<file path="src/rtl/fft_job_sequencer.sv">
// fft_job_sequencer: frame-level sequencer around the in-place radix-2 FFT core.
// Loads N samples into bank 0, kicks the core, waits for finish (with timeout),
// then streams the final-stage bank out through a 2-deep skid buffer.
// Build option: define FFT_BITREV_LOAD_EN to store loaded samples at the
// bit-reversed address (natural input order -> bit-reversed storage).
module fft_job_sequencer #(
  parameter int N          = 8,
  parameter int DATA_WIDTH = 16,
  parameter int TIMEOUT    = 1024
) (
  input  logic                      clk,
  input  logic                      rst_n,
  input  logic                      in_valid,
  output logic                      in_ready,
  input  logic [2*DATA_WIDTH-1:0]   in_data,
  output logic                      out_valid,
  input  logic                      out_ready,
  output logic [2*DATA_WIDTH-1:0]   out_data,
  output logic                      out_last,
  output logic                      fft_start,
  input  logic                      fft_finish,
  output logic                      mem_bank,
  output logic [$clog2(N)-1:0]      mem_addr,
  output logic                      mem_we,
  output logic [2*DATA_WIDTH-1:0]   mem_wdata,
  input  logic [2*DATA_WIDTH-1:0]   mem_rdata,
  output logic                      busy,
  output logic                      error
);

  localparam int AW = $clog2(N);
  localparam int RW = $clog2(TIMEOUT + 1);
  localparam int SW = 2 * DATA_WIDTH;
  // Stage s writes bank ~(s & 1); the last stage is log2(N)-1.
  localparam logic FINAL_BANK = (((AW - 1) % 2) == 0) ? 1'b1 : 1'b0;

  typedef enum logic [2:0] {S_LOAD, S_START, S_RUN, S_UNLOAD, S_ERR} state_t;

  state_t             state, state_nxt;
  logic [AW-1:0]      load_cnt, load_addr;
  logic [RW-1:0]      run_cnt;
  logic [AW:0]        rd_addr;     // extra bit marks "all N reads issued"
  logic               rd_pend;     // mem_rdata carries a requested word this cycle
  logic [1:0][SW-1:0] buf_q;
  logic               buf_head;
  logic [1:0]         buf_cnt;
  logic [AW-1:0]      out_cnt;
  logic               err_q;
  logic               pop, rd_issue, tail;
  logic [2:0]         occ_after;

`ifdef FFT_BITREV_LOAD_EN
  function automatic logic [AW-1:0] bitrev(input logic [AW-1:0] a);
    logic [AW-1:0] r;
    for (int i = 0; i < AW; i++) r[i] = a[AW-1-i];
    return r;
  endfunction
  assign load_addr = bitrev(load_cnt);
`else
  assign load_addr = load_cnt;
`endif

  assign out_valid = (state == S_UNLOAD) && (buf_cnt != 2'd0);
  assign out_data  = buf_q[buf_head];
  assign out_last  = out_valid && (out_cnt == AW'(N - 1));
  assign pop       = out_valid && out_ready;
  // Occupancy once this cycle's landing word and pop are applied; a read issued
  // now lands next cycle, so it must fit even if nothing is popped then.
  assign occ_after = {1'b0, buf_cnt} + {2'b0, rd_pend} - {2'b0, pop};
  assign rd_issue  = (state == S_UNLOAD) && !rd_addr[AW] && (occ_after <= 3'd1);
  assign tail      = buf_head ^ buf_cnt[0];
  assign mem_wdata = in_data;
  assign error     = err_q;

  // State register
  always_ff @(posedge clk) begin
    if (!rst_n) state <= S_LOAD;
    else        state <= state_nxt;
  end

  // Next-state and per-state control outputs
  always_comb begin
    state_nxt = state;
    in_ready  = 1'b0;
    fft_start = 1'b0;
    busy      = 1'b0;
    mem_bank  = 1'b0;
    mem_addr  = '0;
    mem_we    = 1'b0;
    case (state)
      S_LOAD: begin
        in_ready = 1'b1;
        mem_addr = load_addr;
        mem_we   = in_valid;
        if (in_valid && load_cnt == AW'(N - 1)) state_nxt = S_START;
      end
      S_START: begin
        fft_start = 1'b1;
        busy      = 1'b1;
        state_nxt = S_RUN;
      end
      S_RUN: begin
        busy = 1'b1;
        // finish takes priority over a coincident timeout
        if (fft_finish)                          state_nxt = S_UNLOAD;
        else if (run_cnt == RW'(TIMEOUT - 1))    state_nxt = S_ERR;
      end
      S_UNLOAD: begin
        mem_bank = FINAL_BANK;
        mem_addr = rd_addr[AW-1:0];
        if (pop && out_last) state_nxt = S_LOAD;
      end
      S_ERR:   state_nxt = S_ERR;
      default: state_nxt = S_LOAD;
    endcase
  end

  // Load/run counters and sticky timeout flag
  always_ff @(posedge clk) begin
    if (!rst_n) begin
      load_cnt <= '0;
      run_cnt  <= '0;
      err_q    <= 1'b0;
    end else begin
      if (state != S_LOAD)  load_cnt <= '0;
      else if (in_valid)    load_cnt <= load_cnt + AW'(1);
      if (state == S_START) run_cnt <= '0;
      else if (state == S_RUN && run_cnt != RW'(TIMEOUT)) run_cnt <= run_cnt + RW'(1);
      if (state == S_RUN && state_nxt == S_ERR) err_q <= 1'b1;
    end
  end

  // Unload read issue and 2-entry output buffer
  always_ff @(posedge clk) begin
    if (!rst_n || state != S_UNLOAD) begin
      rd_addr  <= '0;
      rd_pend  <= 1'b0;
      buf_q    <= '0;
      buf_head <= 1'b0;
      buf_cnt  <= 2'd0;
      out_cnt  <= '0;
    end else begin
      rd_pend <= rd_issue;
      if (rd_issue) rd_addr <= rd_addr + (AW+1)'(1);
      if (rd_pend)  buf_q[tail] <= mem_rdata;
      if (pop) begin
        buf_head <= ~buf_head;
        out_cnt  <= out_cnt + AW'(1);
      end
      buf_cnt <= buf_cnt + {1'b0, rd_pend} - {1'b0, pop};
    end
  end

endmodule

</file>
<file path="config.mk">
export PLATFORM = sky130hd
export DESIGN_NAME = fft_job_sequencer
export DESIGN_NICKNAME = d
export VERILOG_FILES = /design/src/rtl/fft_job_sequencer.sv
export SDC_FILE = /design/constraint.sdc
export NUM_CORES = 1
export LEC_CHECK = 0
export ABC_AREA = 1
export CORE_MARGIN = 3
export CORE_UTILIZATION = 50
export DETAILED_ROUTE_END_ITERATION = 10
export GPL_ROUTABILITY_DRIVEN = 1
export GPL_TIMING_DRIVEN = 0
export PLACE_DENSITY = 0.85
export SLEW_MARGIN = 30
export SYNTH_ARGS = -nofsm -noshare
export SYNTH_HDL_FRONTEND = slang
export SYNTH_SLANG_ARGS = --single-unit
</file>
<file path="constraint.sdc">
create_clock -name clk -period 4.7 [get_ports clk]
set_input_delay 1.175 -clock clk [delete_from_list [all_inputs] [get_ports clk]]
set_output_delay 1.175 -clock clk [all_outputs]
set_load 0.005 [all_outputs]
</file>
Yosys cells after proc, flatten, opt, wreduce, memory -nomap -nowiden
Index checks and enable logic that the tools add are counted.
Widths: inputs -> output; s select.
- register bits: 93
- bits of input ports: 69
- output and inout bits: 75
- word-level logic and storage cells: 71
- add/sub/neg operators: 8
- order comparisons: 4
- eq/ne operators: 10
- multiplexer cells: 16
- bitwise operators: 3
- reductions and logical operators: 19
- operators with widths (kind ; count):
    $mux 32 ; 3
    $bwmux 64 ; 1
    $demux 32 s1 ; 1
    $pmux 3 s5 ; 1
    $eq 3x3->1 const B ; 4
    $mux 3 ; 4
    $add 11x1->11 const B ; 1
    $eq 11x10->1 const B ; 1
    $ne 11x11->1 const B ; 1
    $logic_and 1x1->1 ; 10
    $add 3x1->3 const B ; 2
    $eq 3x2->1 const B ; 2
    $pmux 3 s2 ; 1
    $reduce_or 2->1 ; 3
    $mux 1 ; 5
    $add 4x1->4 const B ; 1
    $lt 1x2->1 const B ; 2
    $add 2x1->3 ; 1
    $eq 3x1->1 const B ; 1
    $le 3x1->1 const B ; 1
    $logic_not 3->1 ; 1
    $ne 3x2->1 const B ; 1
    $reduce_bool 3->1 ; 1
    $sub 3x1->3 ; 1
    other kinds (8) ; 10

Logic depth before layout (Yosys ltp)
- word-level depth: 8
- gate-level depth with buffers: 18

Least setup slack after synthesis
No wires, ideal clock.
- path type: input port to flip-flop
- from: input port out_ready
- to: register rd_addr[1]
- setup time: 0.113 ns
- arrival time: 2.795 ns
- required time: 4.587 ns
- slack: 1.792 ns
- cell stages on the path: 12
- buffers on the path: 0
- cells stage by stage: nand2_4 > clkinv_2 > ha_1 > inv_1 > ha_1 > fa_1 > inv_1 > nand4_1 > nor2_1 > inv_1 > nor2_1 > nor2_1
- cells in the longest elaborated chain, start to end: 4
- ends and longest elaborated chain (element ; line ; source):
    start, declared ; 17 ; input logic out_ready,
    $logic_and 1x1->1 ; 66 ; assign pop = out_valid && out_ready;
    named net pop ; 49 ; logic pop, rd_issue, tail;
    $sub 3x1->3 ; 69 ; assign occ_after = {1'b0, buf_cnt} + {2'b0, rd_pend} - {2'b0, pop};
    named net occ_after[1] ; 50 ; logic [2:0] occ_after;
    $le 3x1->1 ; 70 ; assign rd_issue = (state == S_UNLOAD) && !rd_addr[AW] && (occ_after <= 3'd1);
    $logic_and 1x1->1 ; 70 ;
    end signal, assigned ; 144 ; if (rd_issue) rd_addr <= rd_addr + (AW+1)'(1);
    end, declared ; 42 ; logic [AW:0] rd_addr; // extra bit marks "all N reads issued"
The timed path passes the listed nets, and every way through them passes these cells.
A chain may end at the register's enable or synchronous reset.

Worst setup path in the final report
- from: input port in_valid
- to: output port mem_we
- cells in the longest elaborated chain, start to end: 1
- ends and longest elaborated chain (element ; line ; source):
    start, declared ; 13 ; input logic in_valid,
    $mux 1 ; 90 ; case (state)
    end, declared ; 24 ; output logic mem_we,
No other way between the ends.

==> out/results.ini <==
[sta]
setup_tns_ns=0
tightest_slew_ns=0.4936
finalClockSkew_ns=0.007134
post-route-min-period_ns=3.646
relSlewSlack_pct=67.09
whs_ns=0.4493
rsz0062_at_grt=false
final_hold_viol_count=0
setup_slack_ns=1.054
setup_violations=0
fin_crit_sh_pct=77.58
finalMaxSlewViolations=0
fmax_mhz=274.2

[synthesis]
ys_top_cells_by_area=dfxtp_1 (41%), nand2_1 (8.6%), o21ai_0 (7.9%), inv_1 (7.7%), a21oi_1 (7.6%)
yosys_warnings=0
synthesis.area_sq_um=4554
synthArstFlopShare_pct=0
netlist_top_cells_count=nand2_1 (104), dfxtp_1 (93), inv_1 (93)
synth_fa_ha_area_share_pct=2.912
avgSynthCellArea_sq_um=7.346
synth-seq-area-share_pct=40.88
yosysMostFrequentCell=nand2_1
synth_top_family_by_area=compound AO/OA/AOI/OAI gates
synth_xor_area_share_pct=1.154
synth_compound_area_share_pct=22.75
ys_ff_latch=93
synth_mux_area_share_pct=0
synth-edff-count=0
ys_types=35
syn-num-nets=699
yosysTopAreaCell=dfxtp_1
synth_simple_gate_area_share_pct=15.14
yosysTopAreaCellShare_pct=40.88
ys.flop_type=dfxtp_1
synth_cells=620

[finish]
fin_cells=855
seq_area_sq_um=1862
layout-drive-gt1-share_pct=13.52
multi_input_area_sq_um=1911
syn2layout_area_growth_pct=31.73
antenna_cells=0
nets=821
fin_area_sq_um=6000
fillCellCount=708

[cts]
cts_setup_buffers=0
cts_buffers=9
htree_levels=3
max-clock-path-buffers=2
clock_sinks=93
clkTransAtPathRegs_ns=0.09
clock_latency_ns=0.36
ctsHoldBuffers=0
cts_resized=0
root_buffer=clkbuf_8
cts_tree=built

[grt]
antenna_found_initial=0
grt_max_degree=17
grt_overflow=0
grt_pass1_vias=4239
grt_pass1_wl_um=18570
grt_usage_pct=22.02

[worst_hold_path]
hold_class=register to register

[detailed_routing]
viasPerCell=5.131
drt_iter0_drc=215
drtPass1Iterations=5
wire_per_inst_um=13.21
wl_um=11300
postRouteAntennaNets=0
vias=4387
remaining_drc_errors=0

[power_and_ir_drop]
p_leak_nw=2.125
p_clk_share_pct=37.4
power_frac_seq_pct=55.1
p_sw_w=0.0003208
combPwrFrac_pct=7.5
swShare_pct=22.34
internal-power_w=0.001115
peakVddDrop_mv=0.1645
cellPowerDensity_nw_per_um2=239.4

[setup_path]
crit_type=input pin to output port
cp_data_arrival_time_ns=2.47
cp-start-kind=input pin
required_ns=3.52
cp_max_fo=4
critPathCaptureType=output port

[floorplanning]
boundaryPins=144
die_area_sq_um=10290
core_sq_um=8806
start_util_pct=51.72
die_x_um=101.4
die_y_um=101.4
row_count=34

[status]
status=completed

[run]
cap_violations=0

[place]
dp_cells=839
portBuffers=111
dpl.hpwl_um=8311
pre_cts_slack_ns=1.066
gp_congestion=0.9004
place_area_sq_um=5801

==> per-stage QoR <==
| stage | util (%) | power [W] |
|---|---|---|
| finish | 68.13 | 0.001436 |
| global route | 68.13 | 0.001483 |
| CTS | 68.13 | 0.001443 |
| detailed placement | 65.87 | 0.0009169 |
| global placement | 65.87 | 0.0009152 |
| floorplan | - | 0.0008428 |
==> cell families after synthesis <==
kind of cell,count (synthesis)
adders and majority gates,10
buffers and inverters,161
AOI/OAI and AO/OA,188
xor gates and xnor gates,6
and+or+nand+nor,162
DFF,93
==> registers in the layout, summed over array words and instances (netlist names) <==
register,flops
buf_q,64
run_cnt,11
rd_addr,4
load_addr,3
out_cnt,3
state,3
buf_cnt,2
buf_head,1
error,1
rd_pend,1
==> cell usage in the layout, fill, tap and decap left out, drive strengths merged, types with 4 or more instances in the layout <==
master and instances:
o21ai 103, clkbuf 22, clkdlybuf4s50 111, nand2 106, dfxtp 93, a21oi 81, xor2 4, inv 100
nand3 12, nor2 33, buf 49, ha 9, nand4 6
==> metal layers <==
metal | track usage (%) | vias up | part of all wire [%]
li1 | - | 2194 | -
met1 | 27.38 | 1983 | 42
met5 | 0 | - | 0
met3 | 4.477 | 13 | 8.4
met2 | 38.63 | 197 | 49
met4 | 6.135 | 0 | 1.2
==> final timing paths <==
check             cells past startpoint    endpoint       from  slack, ns
setup / recovery                      4      mem_we   in_valid       1.05
hold / removal                        2   buf_q[46]  buf_q[46]       0.45
setup reg to reg                     17  rd_addr[1]   state[2]       2.06
hold reg to reg                       2   buf_q[46]  buf_q[46]       0.45
==> layout make-up <==
type,instances,area share (%)
plain buffers,61,6.757
flip-flops and latches,93,31.03
clock buffers,10,2.127
clock inverters,6,1.189
inverters,100,6.277
repair buffers,111,18.52
multi-input cells,366,31.85
well taps,108,2.252
==> critical path: stages <==
cell and delay, ns:
clkdlybuf4s50_1 0.53, inv_1 0.09, nor2_1 0.15, clkdlybuf4s50_1 0.52
==> power by group through the flow <==
stage | Sequential [W] | Clock [W] | Combinational, W
floorplan | 0.000810 | 0 | 0.0000330
global placement | 0.000810 | 0 | 0.000105
detailed placement | 0.000810 | 0 | 0.000106
CTS | 0.000792 | 0.000544 | 0.000108
global route | 0.000792 | 0.000577 | 0.000114
finish | 0.000792 | 0.000537 | 0.000107
(Power assumes the default switching activity.)
